<file path="src/rtl/light_dimmer_pkg.sv">
// Shared definitions for the lamp dimmer: state codes common to the light
// controller and its benches, plus the default parameter values.
package light_dimmer_pkg;

  typedef enum logic [2:0] {
    ST_OFF       = 3'd0,
    ST_FADE_UP   = 3'd1,
    ST_ON        = 3'd2,
    ST_HOLD      = 3'd3,
    ST_FADE_DOWN = 3'd4
  } light_state_e;

  localparam int DEF_PWM_BITS  = 8;
  localparam int DEF_STEP_DIV  = 16;
  localparam int DEF_STEP_SIZE = 1;
  localparam int DEF_OFF_DELAY = 32;

endpackage

</file>
<file path="src/rtl/light_dimmer_if.sv">
// Lamp request/drive bundle between the light controller (master) and the dimmer (slave).
interface light_dimmer_if #(
  parameter int PWM_BITS = 8
);
  logic                int_light;
  logic                manual;
  logic                pwm_out;
  logic [PWM_BITS-1:0] duty;
  logic                fading;
  logic                lamp_on;

  modport master (
    output int_light, manual,
    input  pwm_out, duty, fading, lamp_on
  );

  modport slave (
    input  int_light, manual,
    output pwm_out, duty, fading, lamp_on
  );
endinterface

</file>
<file path="src/rtl/light_dimmer_pwm_gen.sv">
// Free-running PWM counter with a registered compare output; full duty is forced
// high so the lamp sees a constant 1 instead of one dark slot per period.
module light_dimmer_pwm_gen #(
  parameter int PWM_BITS = 8
) (
  input  logic                clk,
  input  logic                reset,
  input  logic [PWM_BITS-1:0] duty,
  output logic                pwm_out
);
  localparam logic [PWM_BITS-1:0] MAX     = {PWM_BITS{1'b1}};
  localparam logic [PWM_BITS-1:0] CNT_ONE = PWM_BITS'(1);

  logic [PWM_BITS-1:0] cnt_r;
  logic                pwm_r;

  // counter wraps naturally at MAX; output registered one cycle after duty
  always_ff @(posedge clk or posedge reset) begin
    if (reset) begin
      cnt_r <= {PWM_BITS{1'b0}};
      pwm_r <= 1'b0;
    end else begin
      cnt_r <= cnt_r + CNT_ONE;
      pwm_r <= (duty == MAX) | (cnt_r < duty);
    end
  end

  assign pwm_out = pwm_r;
endmodule

</file>
<file path="src/rtl/light_dimmer.sv">
// Lamp dimmer: fade-up/fade-down ramps, off-delay hold and manual snap mode,
// driving a PWM generator from the registered duty level.
module light_dimmer
  import light_dimmer_pkg::*;
#(
  parameter int PWM_BITS  = DEF_PWM_BITS,
  parameter int STEP_DIV  = DEF_STEP_DIV,
  parameter int STEP_SIZE = DEF_STEP_SIZE,
  parameter int OFF_DELAY = DEF_OFF_DELAY
) (
  input logic           clk,
  input logic           reset,
  light_dimmer_if.slave bus
);
  localparam int PW = (STEP_DIV  > 1) ? $clog2(STEP_DIV)  : 1;
  localparam int DW = (OFF_DELAY > 1) ? $clog2(OFF_DELAY) : 1;

  localparam logic [PWM_BITS-1:0] MAX        = {PWM_BITS{1'b1}};
  localparam logic [PWM_BITS:0]   STEP_W     = (PWM_BITS+1)'(STEP_SIZE);
  localparam logic [PW-1:0]       PRESC_LAST = PW'(STEP_DIV - 1);
  localparam logic [PW-1:0]       PRESC_ONE  = PW'(1);
  localparam logic [DW-1:0]       DLY_LAST   = DW'(OFF_DELAY - 1);
  localparam logic [DW-1:0]       DLY_ONE    = DW'(1);

  // Sums are formed one bit wider so saturation never sees a wrapped value.
  function automatic logic [PWM_BITS-1:0] sat_up(input logic [PWM_BITS-1:0] d);
    logic [PWM_BITS:0] sum_s;
    sum_s = {1'b0, d} + STEP_W;
    if (sum_s > {1'b0, MAX}) sat_up = MAX;
    else                     sat_up = sum_s[PWM_BITS-1:0];
  endfunction

  function automatic logic [PWM_BITS-1:0] sat_dn(input logic [PWM_BITS-1:0] d);
    logic [PWM_BITS:0] dif_s;
    dif_s = {1'b0, d} - STEP_W;
    if ({1'b0, d} < STEP_W) sat_dn = {PWM_BITS{1'b0}};
    else                    sat_dn = dif_s[PWM_BITS-1:0];
  endfunction

  light_state_e        state_r;
  logic [PWM_BITS-1:0] duty_r;
  logic [PW-1:0]       presc_r;
  logic [DW-1:0]       dly_r;
  logic                tick_s;
  logic [PWM_BITS-1:0] up_s;
  logic [PWM_BITS-1:0] dn_s;
  logic                pwm_s;

  assign tick_s = (presc_r == PRESC_LAST);
  assign up_s   = sat_up(duty_r);
  assign dn_s   = sat_dn(duty_r);

  // dimmer FSM with prescaler, off-delay counter and duty register
  always_ff @(posedge clk or posedge reset) begin
    if (reset) begin
      state_r <= ST_OFF;
      duty_r  <= {PWM_BITS{1'b0}};
      presc_r <= {PW{1'b0}};
      dly_r   <= {DW{1'b0}};
    end else if (bus.manual) begin
      presc_r <= {PW{1'b0}};
      dly_r   <= {DW{1'b0}};
      if (bus.int_light) begin
        state_r <= ST_ON;
        duty_r  <= MAX;
      end else begin
        state_r <= ST_OFF;
        duty_r  <= {PWM_BITS{1'b0}};
      end
    end else begin
      case (state_r)
        ST_OFF: begin
          duty_r <= {PWM_BITS{1'b0}};
          if (bus.int_light) begin
            state_r <= ST_FADE_UP;
            presc_r <= {PW{1'b0}};
          end
        end
        ST_FADE_UP: begin
          if (!bus.int_light) begin
            state_r <= ST_FADE_DOWN;
            presc_r <= {PW{1'b0}};
          end else if (tick_s) begin
            presc_r <= {PW{1'b0}};
            duty_r  <= up_s;
            if (up_s == MAX) state_r <= ST_ON;
          end else begin
            presc_r <= presc_r + PRESC_ONE;
          end
        end
        ST_ON: begin
          duty_r <= MAX;
          if (!bus.int_light) begin
            state_r <= ST_HOLD;
            dly_r   <= {DW{1'b0}};
          end
        end
        // short drops of int_light are absorbed here at full brightness
        ST_HOLD: begin
          duty_r <= MAX;
          if (bus.int_light) begin
            state_r <= ST_ON;
          end else if (dly_r == DLY_LAST) begin
            state_r <= ST_FADE_DOWN;
            presc_r <= {PW{1'b0}};
          end else begin
            dly_r <= dly_r + DLY_ONE;
          end
        end
        ST_FADE_DOWN: begin
          if (bus.int_light) begin
            state_r <= ST_FADE_UP;
            presc_r <= {PW{1'b0}};
          end else if (tick_s) begin
            presc_r <= {PW{1'b0}};
            duty_r  <= dn_s;
            if (dn_s == {PWM_BITS{1'b0}}) state_r <= ST_OFF;
          end else begin
            presc_r <= presc_r + PRESC_ONE;
          end
        end
        default: begin
          state_r <= ST_OFF;
          duty_r  <= {PWM_BITS{1'b0}};
          presc_r <= {PW{1'b0}};
          dly_r   <= {DW{1'b0}};
        end
      endcase
    end
  end

  light_dimmer_pwm_gen #(
    .PWM_BITS(PWM_BITS)
  ) u_pwm (
    .clk    (clk),
    .reset  (reset),
    .duty   (duty_r),
    .pwm_out(pwm_s)
  );

  assign bus.pwm_out = pwm_s;
  assign bus.duty    = duty_r;
  assign bus.fading  = (state_r == ST_FADE_UP) || (state_r == ST_FADE_DOWN);
  assign bus.lamp_on = (duty_r != {PWM_BITS{1'b0}});
endmodule

</file>
<file path="src/flat_wrapper.sv">
// flat-port wrapper written by rule: the top's interface ports become plain ports
module light_dimmer_flat import light_dimmer_pkg::*;
#(
  parameter int PWM_BITS  = DEF_PWM_BITS,
  parameter int STEP_DIV  = DEF_STEP_DIV,
  parameter int STEP_SIZE = DEF_STEP_SIZE,
  parameter int OFF_DELAY = DEF_OFF_DELAY
)
  (clk, reset, bus_int_light, bus_manual, bus_pwm_out, bus_duty, bus_fading, bus_lamp_on);
  light_dimmer_if #(.PWM_BITS(PWM_BITS)) bus_i ();
  input logic clk;
  input logic reset;
  input wire logic [$bits(bus_i.int_light)-1:0] bus_int_light;
  input wire logic [$bits(bus_i.manual)-1:0] bus_manual;
  output wire logic [$bits(bus_i.pwm_out)-1:0] bus_pwm_out;
  output wire logic [$bits(bus_i.duty)-1:0] bus_duty;
  output wire logic [$bits(bus_i.fading)-1:0] bus_fading;
  output wire logic [$bits(bus_i.lamp_on)-1:0] bus_lamp_on;
  assign bus_i.int_light = bus_int_light;
  assign bus_i.manual = bus_manual;
  assign bus_pwm_out = bus_i.pwm_out;
  assign bus_duty = bus_i.duty;
  assign bus_fading = bus_i.fading;
  assign bus_lamp_on = bus_i.lamp_on;
  light_dimmer #(.PWM_BITS(PWM_BITS), .STEP_DIV(STEP_DIV), .STEP_SIZE(STEP_SIZE), .OFF_DELAY(OFF_DELAY)) u_core (.clk(clk), .reset(reset), .bus(bus_i));
endmodule
</file>
<file path="config.mk">
export PLATFORM = sky130hd
export DESIGN_NAME = light_dimmer_flat
export DESIGN_NICKNAME = d
export VERILOG_FILES = /design/src/rtl/light_dimmer_pkg.sv /design/src/rtl/light_dimmer_if.sv /design/src/rtl/light_dimmer_pwm_gen.sv /design/src/rtl/light_dimmer.sv /design/src/flat_wrapper.sv
export SDC_FILE = /design/constraint.sdc
export NUM_CORES = 1
export LEC_CHECK = 0
export ABC_AREA = 1
export CAP_MARGIN = 30
export CELL_PAD_IN_SITES_DETAIL_PLACEMENT = 1
export CELL_PAD_IN_SITES_GLOBAL_PLACEMENT = 2
export CORE_AREA = 2 2 90 92
export DETAILED_ROUTE_END_ITERATION = 7
export DIE_AREA = 0 0 92 94
export PLACE_DENSITY_LB_ADDON = 0.25
export SKIP_CTS_REPAIR_TIMING = 1
export SLEW_MARGIN = 15
export SYNTH_ARGS = -nofsm -noshare
export SYNTH_HDL_FRONTEND = slang
export SYNTH_SLANG_ARGS = --single-unit
</file>
<file path="constraint.sdc">
create_clock -name clk -period 1.6 [get_ports clk]
set_input_delay 0.4 -clock clk [delete_from_list [all_inputs] [get_ports clk]]
set_output_delay 0.4 -clock clk [all_outputs]
set_load 0.01 [all_outputs]
</file>
* Yosys cells after proc, flatten, opt, wreduce, memory -nomap -nowiden *
Index checks and enable logic that the tools add are counted.
W data, S select, Z words.

operators by class
  $add $sub $neg = 5
  $mul = 0
  divide/modulo/power cells = 0
  $lt $le $gt $ge = 3
  equal/unequal tests = 24
  shifts and indexed selects = 0
  multiplexer cells = 35
  bitwise logic cells = 1
  reductions and logical operators = 10

operators with widths
  cell                   count
  $mux W8                8
  $mux W3                11
  $mux W4                7
  $pmux W8 S3            1
  $mux W5                4
  $ne A4 B3 Y1 const B   5
  $pmux W4 S5            1
  $ne A3 B3 Y1 const B   6
  $eq A8 B8 Y1 const B   2
  $pmux W3 S5            1
  $pmux W5 S3            1
  $reduce_and A4 Y1      3
  $add A8 B1 Y9 const B  1
  $gt A9 B8 Y1 const B   1
  $ne A3 B2 Y1 const B   3
  $add A8 B1 Y8 const B  1
  $logic_not A8 Y1       1
  $lt A8 B1 Y1 const B   1
  $lt A8 B8 Y1           1
  $reduce_bool A8 Y1     1
  $sub A8 B1 Y8 const B  1
  $reduce_and A7 Y1      1
  $eq A3 B2 Y1 const B   2
  $add A5 B1 Y5 const B  1
  other kinds (13)       13

storage, ports and cells
  flip-flop bits (word level) = 29
  bits in latches = 0
  RAM bits = 0
  ROM bits = 0
  bits of input ports = 4
  output and inout port bits = 11
  word-level logic and storage cells = 84
  memories kept = 0

* Longest topological paths before layout *
Gate-level depths: netlist of the first run.

  depth in word-level cells = 9
  depth in mapped cells = 15
  mapped depth without buffers = 15

* By module *
Synthesis of the first run repeated with hierarchy kept, for this count alone.

second synthesis, totals
  cells, all modules = 360
  area, all modules = 2397.3 um^2

by module, submodules not included
  module                times used  cells an instance  area each (um^2)  seq. area each (um^2)
  light_dimmer          1           294                1834.3            500.5
  light_dimmer_pwm_gen  1           66                 563.0             225.2

* Least setup slack after synthesis of the first run *
OpenSTA, ideal clock, no wires.

  kind = register -> register
  from = register u_core.duty_r[0] (netlist: u_core.bus.duty[0])
  to = register u_core.duty_r[0] (netlist: u_core.bus.duty[0])
  setup time = 0.077 ns
  data arrival time = 1.683 ns
  data required time = 1.523 ns
  setup slack = -0.161 ns
  cell stages (with the launch flop) = 13
  buffers on the path = 0
  clock period less this slack = 1.761 ns
  cell sequence = dfrtp_1 inv_2 ha_1 inv_1 nor3_1 nand3_1 nor2_1 nand3_1 nand2_1 nand2_2 nand3_1 nand2_1 a21oi_1

on the way
  cells in the longest elaborated chain, start to end = 7
  elaborated cells between the ends (all ways) = 12
  those cells by class = 2 x add/sub; 2 x order compare; 8 x mux

RTL lines
  element                 RTL line            text
  from (decl)             light_dimmer.sv:41  logic [PWM_BITS-1:0] duty_r;
  from (signal assigned)  light_dimmer.sv:57  duty_r <= {PWM_BITS{1'b0}};
  from (signal assigned)  light_dimmer.sv:68  duty_r <= {PWM_BITS{1'b0}};
  from (signal assigned)  light_dimmer.sv:73  duty_r <= {PWM_BITS{1'b0}};
  $add A8 B1 Y9           light_dimmer.sv:28  sum_s = {1'b0, d} + STEP_W;
  $gt A9 B8 Y1            light_dimmer.sv:29  if (sum_s > {1'b0, MAX}) sat_up = MAX;
  $mux W8                 light_dimmer.sv:29
  $mux W8                 light_dimmer.sv:83  end else if (tick_s) begin
  $mux W8                 light_dimmer.sv:80  if (!bus.int_light) begin
  $pmux W8 S3 *           light_dimmer.sv:71  case (state_r)
  $mux W8 *               light_dimmer.sv:60  end else if (bus.manual) begin

Mark *: on every way between the ends. The rest lies on a longest branch, timed or not. The select of a mux whose other input is x is not followed.
A chain may end at the register's enable or synchronous reset.

* Final worst setup path of the first run *
  from = register u_core.duty_r[1] (netlist: u_core.bus.duty[1])
  to = register u_core.state_r[1]

on the way
  cells in the longest elaborated chain, start to end = 6
  elaborated cells between the ends (all ways) = 11
  those cells by class = 2 x add/sub; 2 x order compare; 3 x eq/ne; 2 x mux; 2 x reduce/logical

RTL lines
  element                               RTL line            text
  $add A8 B1 Y9                         light_dimmer.sv:28
  $gt A9 B8 Y1                          light_dimmer.sv:29
  $mux W8                               light_dimmer.sv:29
  $eq A8 B8 Y1                          light_dimmer.sv:86  if (up_s == MAX) state_r <= ST_ON;
  $ne A4 B3 Y1 (no source line)         n/a
  $reduce_and A7 Y1 (no source line) *  n/a
  to (signal assigned)                  light_dimmer.sv:81  state_r <= ST_FADE_DOWN;
  to (signal assigned)                  light_dimmer.sv:86
  to (signal assigned)                  light_dimmer.sv:94  state_r <= ST_HOLD;
  to (decl)                             light_dimmer.sv:40  light_state_e state_r;

Mark *: on every way between the ends. The rest lies on a longest branch, timed or not.

==> results of run 1 <==
==> stage by stage <==
| step | hold slack (ps) | setup WS, ps | instance area, sq um | TNS [ps] |
|---|---|---|---|---|
| floorplan | 435 | -30.6 | 2380 | -165 |
| global placement | 460 | -424 | 3230 | -8350 |
| detailed placement | 473 | -541 | 3230 | -10040 |
| CTS | 454 | -527 | 3350 | -8180 |
| global route | 483 | -446 | 3780 | -6650 |
| finish | 448 | -295 | 3780 | -3800 |
==> area by class of cell <==
cell class                      count  area (sq um)  share of cell area (%)
Clock buffer                        6          82.6                    2.18
Clock inverter                      2          37.5                   0.993
Inverter                           47           189                    5.00
Multi-Input combinational cell    249          1720                    45.5
Sequential cell                    29           731                    19.3
Tap cell                          102           128                    3.38
Timing Repair Buffer              106           895                    23.7
==> worst max-delay path, stage by stage (launching register included) <==
cell,delay (ps)
dfrtp_2,490
inv_4,80
ha_4,290
inv_4,40
buf_4,130
nand2_2,50
nand2_1,40
nor2_1,110
nand2_1,70
nand2_1,90
nand2_2,60
nand2_2,90
buf_4,110
nand4_1,80
nand2_1,100
==> cells by family (layout without fill, tap and decap cells) <==
kind of cell / Yosys count / in the layout
AOI/OAI and AO/OA: 47 / 47
xor gates and xnor gates: 9 / 9
adders and majority gates: 15 / 15
buffers and inverters: 51 / 161
DFF: 29 / 29
muxes: 2 / 2
and+or+nand+nor: 176 / 176
==> registers in the layout, summed over array words and instances, names as in the netlist <==
name	flops
u_core.presc_r	4
u_core.u_pwm.cnt_r	8
u_core.dly_r	5
u_core.state_r	3
u_core.u_pwm.pwm_out	1
u_core.bus.duty	8
==> power by group <==
part / internal [W] / total [W] / switching (W)
combinational: 0.00229 / 0.00480 / 0.00251
sequential: 0.000899 / 0.00115 / 0.000255
clock: 0.000506 / 0.000809 / 0.000303
==> synth_stat cells, drive strengths merged (2+ instances only) <==
cell / n
nand2: 83
nor2: 50
inv: 47
dfrtp: 29
nand3: 27
a21oi: 23
ha: 15
o21ai: 15
nor3: 10
xor2: 8
nand4: 6
a22oi: 3
buf: 3
mux2i: 2
o22ai: 2
==> worst max path at each step <==
stage,start,end
after floorplan,u_core.bus.duty[0],u_core.bus.duty[1]
after detailed placement,bus_manual,u_core.state_r[0]
after global placement,bus_manual,u_core.state_r[2]
after global routing,u_core.bus.duty[1],u_core.bus.duty[3]
final,u_core.bus.duty[1],u_core.state_r[1]
after CTS,u_core.bus.duty[2],bus_lamp_on
==> per-layer routing <==
layer	wire, microns	up-vias	GRT usage (%)
met5	0	-	0
met1	3780	1240	25.3
li1	-	1286	-
met3	134	8	1.69
met2	4030	25	33.3
met4	107	0	4.48
==> metrics.md, run 1 <==
| Metric | Value |
|---|---|
| Status | complete, but fails checks |
| Failing checks | setup timing |
| Port Buffers | 14 |
| DR WL/cell | 14.9 microns |
| Antenna violations before repair | 0 |
| Largest net degree at the start of global routing | 30 |
| Commonest cells after routing, fill and taps aside | buf_4 (86), nand2_1 (56), nor2_1 (33), inv_1 (28), dfrtp_1 (25) |
| Number of routed nets with antenna violations | 0 |
| Element type at the critical path start | register |
| Static leakage | 1.95 nW |
| Total gr overflow | 0 |
| Io pins | 15 |
| Tcrit/Tclk final | 118% |
| Count of yosys warnings during synthesis | 0 |
| Placed instance count | 519 |
| Total wire length | 8.06 mm |
| Clock root buffer | clkbuf_8 |
| Mux share of post-synthesis cell area | 0.860% |
| Final Power | 0.00676 W |
| Worst-path maximum fanout | 6 |
| R2R cell count | 14 |
| Row count | 32 |
| Peak VDD IR | 634 uV |
| Skew-Pair Late Insertion Delay | 280 ps |
| Hold Fails Final Rpt | 0 |
| TritonCTS clock tree | yes |
| Deepest clock path buffer count | 2 |
| Flops & latches, synth | 29 |
| Clock skew | 6.93 ps |
| Hpwl dp | 6.27 mm |
| Setup CP Type | reg -> reg |
| Max-cap violations | 0 |
| Min cycle time layout | 1900 ps |
| Compound-gate portion of the synthesized area | 11.7% |
| Routed vias/inst | 4.73 |
| Initial cell density of the core | 30.6% |
| Final Util | 49.7% |
| CTS H-tree depth | 2 |
| Flop2flop setup slack | -300 ps |
| Cell Count, Final, Fillers Out | 541 |
| Sequential-to-total area share from yosys stat | 31.2% |
| Net Count, Synth | 348 |
| Leading area contributor after synthesis | dfrtp_1 |
| Die width | 92 microns |
| Synth unique cells | 32 |
| Hold WC Path Type | in -> async |
| Setup Viol. Count Final | 22 |
| Commonest non-fill, non-tap cell in the layout | buf_4 |
| Vias | 2,559 |
| Post-synthesis async set-or-reset flop share | 100% |
| Synthesized area | 0.00233 sq mm |
| Drt drc | 0 |
| Antenna Cells | 0 |
| Total GRT Usage | 19.0% |
| DIE HEIGHT | 94 microns |
| Endpoint class of the critical path | register |
| Die ar. | 0.00865 sq mm |
| Most used DFF post-synth | dfrtp_1 |
| Worst r2r src | u_core.bus.duty[1] |
| Main combinational cell family by area after synthesis | simple AND/OR/NAND/NOR gates |
| Pwr/cell area | 1790 mW/mm^2 |
| Layout area overhead | 62.4% |
| Share of layout cells above drive strength 1 | 47.8% |
| Vias in the first global route | 2,691 |
| Syn avg cell area | 7.08 sq um |
| RSZ-0062 raised after global routing | true |
| Final WS setup | -295 ps |
| Crit path arrival time | 2110 ps |
| Fillers | 945 |
| Area share of fa/ha/maj cells after synthesis | 8.06% |
| Slew headroom | 73.5% |
| Post-layout net count | 457 |
| Post-Synth XOR/XNOR Area | 3.39% |
| TritonRoute pass-1 iters | 4 |
| DR iter-0 viols | 77 |
| Clk slew on worst S/H paths | 70 ps |
| Core ar. | 0.00761 sq mm |
| Synth top area share | 31.2% |
| Post-synth EDFFs | 0 |
| Top cells by area, synth | dfrtp_1 (31%), nand2_1 (12%), ha_1 (8.1%) |
| CTS buffer count | 5 |
| RR Endpoint | u_core.state_r[1] |
| Worst Path Required | 1820 ps |
| Fmax | 528 MHz |
| Slew Viols, Final | 0 |
| Routability congestion estimate from global placement | 0.831 |
| Worst-Margin Slew | 396 ps |
| Cells after Synth | 329 |
| Global-route wire length before repair | 13.0 mm |
| Clk sink count | 29 |
| Post-Synth Simple-Gate Area | 35.8% |
No activity file was read; power rests on OpenSTA's default activity.
==> run 2: changes to the inputs <==
--- a/config.mk
+++ b/config.mk
@@ -12,7 +12,7 @@
 export CORE_AREA = 2 2 90 92
 export DETAILED_ROUTE_END_ITERATION = 7
 export DIE_AREA = 0 0 92 94
-export PLACE_DENSITY_LB_ADDON = 0.25
+export PLACE_DENSITY_LB_ADDON = 0.1
 export SKIP_CTS_REPAIR_TIMING = 1
 export SLEW_MARGIN = 15
 export SYNTH_ARGS = -nofsm -noshare
==> run 2 against run 1 <==
Net effect:
- the flow still finishes with violations (setup timing)
- worst hold slack better by 7.2 ps
- utilization is 1.6 points lower
- non-clock buffer count grew 5
- total power decreased by 6.9%
- combinational power is 5.2% lower
- via count is 0.35% lower
- global-route usage rose by 0.74 points
- critical endpoint is now bus_duty[2]
- routed wire length about the same
- die area is the same
==> metrics.md, run 2 (synthesis gave the netlist of run 1 again) <==
| Metric | Value |
|---|---|
| Commonest non-fill, non-tap cell in the layout | buf_4 |
| Clk sink count | 29 (unchanged) |
| Worst-path maximum fanout | 8 (+2) |
| Post-layout net count | 462 (+1.1%) |
| Min cycle time layout | 1910 ps (+10.3 ps) |
| Element type at the critical path start | register |
| Layout area overhead | 57.1% |
| Status | complete, but fails checks |
| Row count | 32 (unchanged) |
| Hold Fails Final Rpt | 0 (unchanged) |
| Setup Viol. Count Final | 22 (unchanged) |
| Io pins | 15 (unchanged) |
| Crit path arrival time | 1510 ps (-600 ps) |
| Endpoint class of the critical path | primary output |
| Drt drc | 0 (unchanged) |
| Clock skew | 13.8 ps (+6.83 ps) |
| Routability congestion estimate from global placement | 0.784 (-5.7%) |
| Largest net degree at the start of global routing | 30 (unchanged) |
| CTS H-tree depth | 2 (unchanged) |
| Port Buffers | 14 (unchanged) |
| Failing checks | setup timing |
| Tcrit/Tclk final | 119% (+0.65 points) |
| Core ar. | 0.00761 sq mm (unchanged) |
| Hold WC Path Type | in -> async |
| Pwr/cell area | 1720 mW/mm^2 (-3.7%) |
| Commonest cells after routing, fill and taps aside | buf_4 (92), nand2_1 (66), inv_1 (28), nor2_1 (27), dfrtp_1 (24) |
| Clk slew on worst S/H paths | 70 ps (about the same) |
| Routed vias/inst | 4.67 (-1.3%) |
| Total gr overflow | 0 (unchanged) |
| CTS buffer count | 5 (unchanged) |
| Total wire length | 8.06 mm (about the same) |
| Share of layout cells above drive strength 1 | 44.6% (-3.2 points) |
| Worst-Margin Slew | 365 ps (-31.3 ps) |
| DR WL/cell | 14.8 microns (-0.84%) |
| Peak VDD IR | 662 uV (+4.5%) |
| Number of routed nets with antenna violations | 0 (unchanged) |
| Slew headroom | 75.6% (+2.1 points) |
| Die width | 92 microns (unchanged) |
| Antenna violations before repair | 0 (unchanged) |
| Fmax | 525 MHz (-0.54%) |
| Static leakage | 1.91 nW (-1.6%) |
| Hpwl dp | 6.53 mm (+4.2%) |
| Max-cap violations | 0 (unchanged) |
| Slew Viols, Final | 0 (unchanged) |
| Clock root buffer | clkbuf_8 |
| TritonCTS clock tree | yes |
| Skew-Pair Late Insertion Delay | 290 ps (about the same) |
| Final Power | 0.00630 W (-6.9%) |
| DR iter-0 viols | 83 (+7.8%) |
| Worst Path Required | 1200 ps (-620 ps) |
| Global-route wire length before repair | 13.2 mm (+1.5%) |
| Setup CP Type | reg -> out |
| Total GRT Usage | 19.7% (+0.74 points) |
| Vias in the first global route | 2,700 (+0.33%) |
| Initial cell density of the core | 30.6% (unchanged) |
| Final WS setup | -306 ps (-10.3 ps) |
| Worst hold slack | 455 ps (+7.22 ps) |
| TritonRoute pass-1 iters | 4 (unchanged) |
| Vias | 2,550 (-0.35%) |
| Placed cell area | 0.00329 sq mm (+1.7%) |
| Deepest clock path buffer count | 2 (unchanged) |
| DIE HEIGHT | 94 microns (unchanged) |
| Antenna Cells | 0 (unchanged) |
| RSZ-0062 raised after global routing | true |
| Final Cell Area | 0.00366 sq mm (-3.2%) |
| Die ar. | 0.00865 sq mm (unchanged) |
[run 2: worst paths after layout]
path | startpoint | end | slack, ps | cells past startpoint
setup / recovery | u_core.bus.duty[2] | bus_duty[2] | -310 | 2
hold / removal | reset | u_core.u_pwm.cnt_r[4] | 460 | 3
setup reg to reg | u_core.bus.duty[0] | u_core.state_r[0] | -230 | 12
hold reg to reg | u_core.u_pwm.cnt_r[0] | u_core.u_pwm.cnt_r[0] | 480 | 1
max in group asynchronous | reset | u_core.bus.duty[1] | 960 | 3
min in group clk | u_core.u_pwm.cnt_r[0] | u_core.u_pwm.cnt_r[0] | 480 | 1
[run 2: area by class of cell]
class / count / area (sq um)
clock buffer: 5 / 68.8
tap: 102 / 128
clock inverter: 3 / 17.5
sequential: 29 / 732
timing repair buffer: 111 / 912
multi-input combinational: 249 / 1610
inverter: 47 / 189
fill: 959 / 3950
[run 2: metrics by stage]
step,cells,TNS (ps),util [%],worst slack (ps)
4_1_cts,536,-7660,44.4,-466
2_1_floorplan,329,-165,-,-30.6
5_1_grt,546,-5860,48.1,-364
3_3_place_gp,528,-7760,43.2,-428
6_report,546,-2990,48.1,-306
3_5_place_dp,528,-8360,43.2,-477
[run 2: where the power goes]
| part | switching, W | total (W) | internal, W | leakage, nW |
|---|---|---|---|---|
| combinational | 0.00237 | 0.00455 | 0.00219 | 1.51 |
| clock | 0.000305 | 0.000605 | 0.000300 | 0.0439 |
| sequential | 0.000238 | 0.00114 | 0.000902 | 0.362 |
| total | 0.00291 | 0.00630 | 0.00339 | 1.91 |
[run 2: worst max-delay path, stage by stage, from the launching register on]
cell	delay, ps
dfrtp_2	510
buf_4	180
clkdlybuf4s50_1	530
[run 2: metal layers]
metal | routed length [microns] | share of wire [%] | vias to the layer above | GRT usage, %
li1 | - | - | 1297 | -
met1 | 3850 | 48 | 1220 | 26.6
met2 | 3940 | 49 | 26 | 33.3
met3 | 181 | 2.2 | 7 | 2.89
met4 | 90 | 1.1 | 0 | 4.73
met5 | 0 | 0 | - | 0
==> run 3: changes to the inputs <==
--- a/config.mk
+++ b/config.mk
@@ -6,12 +6,12 @@
 export NUM_CORES = 1
 export LEC_CHECK = 0
 export ABC_AREA = 1
-export CAP_MARGIN = 30
 export CELL_PAD_IN_SITES_DETAIL_PLACEMENT = 1
 export CELL_PAD_IN_SITES_GLOBAL_PLACEMENT = 2
 export CORE_AREA = 2 2 90 92
 export DETAILED_ROUTE_END_ITERATION = 7
 export DIE_AREA = 0 0 92 94
+export GPL_ROUTABILITY_DRIVEN = 0
 export PLACE_DENSITY_LB_ADDON = 0.1
 export SKIP_CTS_REPAIR_TIMING = 1
 export SLEW_MARGIN = 15
==> results of run 3 <==
No change in the layout: final DEF, timing and power equal those of run 2.
